[src/rtl/reorder_buffer.sv]
// 4-entry circular reorder buffer: allocates on dispatch, captures CDB results,
// retires completed entries in order one per cycle.
module reorder_buffer #(
    parameter int unsigned DEPTH  = 4,
    parameter int unsigned DATA_W = 16,
    parameter int unsigned AREG_W = 2
) (
    input  logic              i_clk,
    input  logic              i_rstn,
    input  logic              i_dq_valid,
    input  logic [AREG_W-1:0] i_dq_dst_addr,
    output logic              o_dq_ready,
    output logic              o_rat_valid,
    output logic [1:0]        o_rat_rob_addr,
    output logic [AREG_W-1:0] o_rat_dst_addr,
    input  logic              i_cdb_valid,
    input  logic [1:0]        i_cdb_tag,
    input  logic [DATA_W-1:0] i_cdb_val,
    output logic              o_cmt_valid,
    output logic [1:0]        o_cmt_rob_addr,
    output logic [AREG_W-1:0] o_cmt_dst_addr,
    output logic [DATA_W-1:0] o_cmt_val,
    input  logic              i_flush,
    output logic [2:0]        o_count
);

    logic [DEPTH-1:0]  busy_q, busy_d, done_q, done_d;
    logic [AREG_W-1:0] dst_q [DEPTH];
    logic [AREG_W-1:0] dst_d [DEPTH];
    logic [DATA_W-1:0] val_q [DEPTH];
    logic [DATA_W-1:0] val_d [DEPTH];
    logic [1:0]        head_q, head_d, tail_q, tail_d;
    logic [2:0]        count_q, count_d;

    logic              rat_valid_q, rat_valid_d;
    logic [1:0]        rat_rob_q, rat_rob_d;
    logic [AREG_W-1:0] rat_dst_q, rat_dst_d;
    logic              cmt_valid_q, cmt_valid_d;
    logic [1:0]        cmt_rob_q, cmt_rob_d;
    logic [AREG_W-1:0] cmt_dst_q, cmt_dst_d;
    logic [DATA_W-1:0] cmt_val_q, cmt_val_d;

    logic alloc, commit;

    // Ready looks only at the current count, so a full ROB rejects even while committing.
    assign o_dq_ready = (count_q < 3'(DEPTH));
    assign alloc      = i_dq_valid && o_dq_ready;
    assign commit     = busy_q[head_q] && done_q[head_q];

    always_comb begin
        busy_d      = busy_q;
        done_d      = done_q;
        dst_d       = dst_q;
        val_d       = val_q;
        head_d      = head_q;
        tail_d      = tail_q;
        count_d     = count_q;
        rat_valid_d = 1'b0;
        rat_rob_d   = rat_rob_q;
        rat_dst_d   = rat_dst_q;
        cmt_valid_d = 1'b0;
        cmt_rob_d   = cmt_rob_q;
        cmt_dst_d   = cmt_dst_q;
        cmt_val_d   = cmt_val_q;

        if (i_flush) begin
            busy_d  = '0;
            done_d  = '0;
            head_d  = '0;
            tail_d  = '0;
            count_d = '0;
        end else begin
            if (i_cdb_valid && busy_q[i_cdb_tag]) begin
                done_d[i_cdb_tag] = 1'b1;
                val_d[i_cdb_tag]  = i_cdb_val;
            end
            if (commit) begin
                busy_d[head_q] = 1'b0;
                done_d[head_q] = 1'b0;
                head_d         = head_q + 2'd1;
                cmt_valid_d    = 1'b1;
                cmt_rob_d      = head_q;
                cmt_dst_d      = dst_q[head_q];
                cmt_val_d      = val_q[head_q];
            end
            // Tail entry is never busy here, so allocation cannot collide with commit or CDB.
            if (alloc) begin
                busy_d[tail_q] = 1'b1;
                done_d[tail_q] = 1'b0;
                dst_d[tail_q]  = i_dq_dst_addr;
                val_d[tail_q]  = '0;
                tail_d         = tail_q + 2'd1;
                rat_valid_d    = 1'b1;
                rat_rob_d      = tail_q;
                rat_dst_d      = i_dq_dst_addr;
            end
            case ({alloc, commit})
                2'b10:   count_d = count_q + 3'd1;
                2'b01:   count_d = count_q - 3'd1;
                default: count_d = count_q;
            endcase
        end
    end

    always_ff @(posedge i_clk or negedge i_rstn) begin
        if (!i_rstn) begin
            busy_q      <= '0;
            done_q      <= '0;
            for (int i = 0; i < int'(DEPTH); i++) begin
                dst_q[i] <= '0;
                val_q[i] <= '0;
            end
            head_q      <= '0;
            tail_q      <= '0;
            count_q     <= '0;
            rat_valid_q <= 1'b0;
            rat_rob_q   <= '0;
            rat_dst_q   <= '0;
            cmt_valid_q <= 1'b0;
            cmt_rob_q   <= '0;
            cmt_dst_q   <= '0;
            cmt_val_q   <= '0;
        end else begin
            busy_q      <= busy_d;
            done_q      <= done_d;
            dst_q       <= dst_d;
            val_q       <= val_d;
            head_q      <= head_d;
            tail_q      <= tail_d;
            count_q     <= count_d;
            rat_valid_q <= rat_valid_d;
            rat_rob_q   <= rat_rob_d;
            rat_dst_q   <= rat_dst_d;
            cmt_valid_q <= cmt_valid_d;
            cmt_rob_q   <= cmt_rob_d;
            cmt_dst_q   <= cmt_dst_d;
            cmt_val_q   <= cmt_val_d;
        end
    end

    assign o_rat_valid    = rat_valid_q;
    assign o_rat_rob_addr = rat_rob_q;
    assign o_rat_dst_addr = rat_dst_q;
    assign o_cmt_valid    = cmt_valid_q;
    assign o_cmt_rob_addr = cmt_rob_q;
    assign o_cmt_dst_addr = cmt_dst_q;
    assign o_cmt_val      = cmt_val_q;
    assign o_count        = count_q;

endmodule

[config.mk]
export PLATFORM = sky130hd
export DESIGN_NAME = reorder_buffer
export DESIGN_NICKNAME = d
export VERILOG_FILES = /design/src/rtl/reorder_buffer.sv
export SDC_FILE = /design/constraint.sdc
export NUM_CORES = 1
export LEC_CHECK = 0
export BUFFER_PORTS_ARGS = -buffer_cell sky130_fd_sc_hd__buf_2
export CAP_MARGIN = 30
export CORE_ASPECT_RATIO = 1.1
export CORE_UTILIZATION = 45
export DETAILED_ROUTE_END_ITERATION = 10
export SLEW_MARGIN = 20
export SYNTH_ARGS = -nofsm -noshare
export SYNTH_HDL_FRONTEND = slang
export SYNTH_SLANG_ARGS = --single-unit
[constraint.sdc]
create_clock -name i_clk -period 3 [get_ports i_clk]
set_clock_uncertainty 0.2 [all_clocks]
set_input_delay 0 -clock i_clk [delete_from_list [all_inputs] [get_ports i_clk]]
set_output_delay 0 -clock i_clk [all_outputs]
set_load 0.005 [all_outputs]
==> summary.md <==
| Metric | Value |
|---|---|
| Max_slew headroom | approximately half |
| Die height | approximately 110 um |
| Share of the synthesized area in the top cell type | between 50% and 60% |
| Endpoints failing setup | 0 |
| Clk_lat worst skew | 0.41 ns |
| Max FO, Critical Path | 9 |
| Share of layout cells above drive strength 1 | 34.3% |
| Pwr/cell area | just under 700 nW/um^2 |
| R2R setup slack | 0.16 ns |
| Root Driver | clkbuf_16 |
| DR vias | roughly 3,300 |
| Setup tns final | 0 ns |
| R2r worst-path depth | 7 |
| GRT Overall Usage | between 20 and 25% |
| YS warnings | 0 |
| Layout Nets | 476 |
| CP Capture Type | flip-flop |
| First-pass GRT wire length | approximately 19,000 um |
| Post-synth design cell area | 4940 um^2 |
| Vias in the first global route | 3,546 |
| Min-delay src | i_cdb_val[2] |
| CP required | approximately 3.2 ns |
| Leakage | 0.00304 uW |
| Post-DR wirelength/cell | between 15 and 20 um |
| Port Buffers | 54 |
| Rows | 39 |
| GR Layer Usage met3 | under 10% |
| Critical path class | reg -> reg |
| RR Endpoint | o_count[2] |
| Largest cells by area after synthesis | dfrtp_1 (57%), a22o_1 (11%), mux4_2 (8.7%) |
| Num CTS Buffers | 17 |
| Hold Path Depth | 3 |
| Main synth FF type | dfrtp_1 |
| Antenna violations before repair | 0 |
| Total Wirelength | roughly 11,000 um |
| Largest net degree at the start of global routing | 64 |
| Ys async rst share | 100% |
| Status | finished, final reports clean |
| TritonRoute pass-1 iters | 5 |
| Crit start category | flip-flop |
| Area Growth Syn to Fin | 29.5% |
| Core area | ~11,000 um^2 |
| Worst hold endpoint | val_q[34] |
| Cell count after synthesis | between 300 and 400 |
| Reg clk slew, reported paths | around 0.05 ns |
| Ports | 55 |
| Synth area leader | dfrtp_1 |
| Sequential area share after synthesis | 57.2% |
| Yosys reg bits | around 110 |
| Starting DRT DRC Count | roughly 120 |
| Type of the tightest min-delay check | in -> reg |
| Finished Core Util | 60.7% |
| Final Hold Fails | 0 |
| Worst-margin pin slew | between 0.7 and 0.8 ns |
| Die area | between 10,000 and 15,000 um^2 |
| Starting Density | between 40% and 50% |
| RR Startpoint | busy_q[1] |
| Mean Syn Cell Area | ~14 um^2 |
| Resized cells post-CTS | 0 |
| Max Slew Vio Count | 0 |
| Maxcap violations | 0 |
| Peak supply drop | roughly 0.00033 V |
| CTS sink cnt | 113 |
| Max Freq | between 300 and 400 MHz |
| Worst EP arrival | ~3 ns |
| Number of synthesized flops with an enable pin | 0 |
| Vias/cell | approximately 5.6 |
| Residual DRC | 0 |
| Residual overflow from global routing | 0 |
| Htree depth | 4 |
| Die width | approximately 100 um |
| Crit share post-route | roughly 95% |
| GP Congestion | 0.820 |
| Most Crowded Layer GR | met2 |
| RSZ-0062 raised after global routing | no |
| Met2 usage | a little over a third |
| Tmin final | between 2 and 3 ns |
| Antenna Nets Post-Route | 0 |
| CTS tree | built |
| Antenna cells | 0 |
| CTS max path bufs | 2 |
| Synth cell types | 40 |
| Synthesized Nets | 382 |
| Met1 GRT Util | approximately 28% |
| Dpl hpwl | ~6500 um |
## metal layers
metal / vias up / wire (um)
met5: - / 0
met4: 0 / 173
met3: 19 / 579
met2: 104 / 5510
met1: 1713 / 4870
li1: 1513 / -
## cell usage in the layout, fill, tap and decap left out, drive strengths merged, types with 4 or more instances in the layout
master / n
bufinv: 6
nor2b: 4
a21oi: 8
dfrtp: 113
o21ai: 7
ha: 8
a22o: 64
mux2: 32
buf: 70
nand2b: 4
inv: 10
dlygate4sd3: 27
nand2: 14
nand3: 5
clkbuf: 23
mux4: 19
nor2: 9
## worst max-delay path by stage
stage	start	endpoint	slack [ns]	cells past startpoint
after CTS	head_q[1]	o_count[2]	0.04	7
final	busy_q[1]	o_count[2]	0.16	7
after global routing	busy_q[1]	o_count[2]	0.05	7
after floorplan	head_q[1]	o_count[1]	0.41	10
after detailed placement	head_q[1]	o_count[1]	0.45	8
after global placement	head_q[1]	o_count[1]	0.57	8
## cell families (layout without fill, tap and decap cells)
| logic type | Yosys count | in the layout | synth area share, % |
|---|---|---|---|
| buffers and inverters | 32 | 139 | 3.14 |
| multiplexers | 51 | 51 | 16.0 |
| AO/OA/AOI/OAI | 96 | 96 | 15.7 |
| adder cells (fa/ha/maj) | 9 | 9 | 2.43 |
| XOR/XNOR | 2 | 2 | 0.633 |
| flip-flops | 113 | 113 | 57.2 |
| AND/OR/NAND/NOR | 45 | 45 | 4.94 |
## worst max-delay path, stage by stage, from the launching register on
cell and delay, ns:
dfrtp_1 0.40, nand2_1 0.12, mux4_2 0.37, nor2_1 0.08, fa_1 0.41, or4_1 0.49, a31oi_1 0.14, dlygate4sd3_1 0.57
## power breakdown
| part | switching, uW | internal, uW | total (uW) |
|---|---|---|---|
| Sequential | 61.3 | 1640 | 1700 |
| Clock | 687 | 1690 | 2370 |
| Combinational | 145 | 177 | 322 |
| Total | 893 | 3500 | 4400 |
## registers in the layout (all words and copies together) (netlist names)
signal and cells:
val_q 64, o_cmt_val 16, dst_q 8, busy_q 4, done_q 4, o_count 3, head_q 2, o_cmt_dst_addr 2
o_cmt_rob_addr 2, o_rat_dst_addr 2, o_rat_rob_addr 2, tail_q 2, o_cmt_valid 1, o_rat_valid 1
## synthesized netlist by cell type, types with 2 or more instances
master	count
a31oi_1	2
o211ai_1	2
a211oi_2	2
nor2_1	8
o21ai_0	7
nor3b_2	2
a22o_1	64
a21oi_1	8
nor2b_1	4
ha_1	8
buf_6	3
nand3_1	5
inv_1	9
o21a_1	2
buf_2	8
mux2_2	29
nand2b_1	4
nand2_1	14
mux4_2	19
a221oi_1	2
mux2_1	3
a21o_1	3
dfrtp_1	113
clkbuf_1	11
## layout make-up
| type | count | area [um^2] |
|---|---|---|
| Clock inverter | 9 | 198 |
| Clock buffer | 23 | 508 |
| Timing Repair Buffer | 97 | 686 |
| Tap cell | 143 | 179 |
| Sequential cell | 113 | 2830 |
| Inverter | 10 | 40.0 |
| Fill cell | 834 | 4140 |
| Multi-Input combinational cell | 203 | 1960 |
## through the flow
| stage | hold WS (ns) | setup WS, ns | total power, uW | instances | instance area, um^2 |
|---|---|---|---|---|---|
| 3_5_place_dp | -0.111 | 0.452 | 2020 | 533 | 5380 |
| 3_3_place_gp | -0.120 | 0.572 | 2010 | 533 | 5380 |
| 4_1_cts | 0.174 | 0.0414 | 4440 | 593 | 6360 |
| 6_report | 0.194 | 0.164 | 4400 | 598 | 6400 |
| 2_1_floorplan | -0.496 | 0.406 | 1890 | 348 | 4940 |
| 5_1_grt | 0.197 | 0.0486 | 4560 | 598 | 6400 |
## repair_timing
item | 4_1_cts | 5_1_grt
hold buffers | 28 | 0
endpoints found under the setup margin | 0 | 1
hold endpoints to repair | 203 | 0
setup buffers | 0 | 5
(Power assumes the default switching activity.)
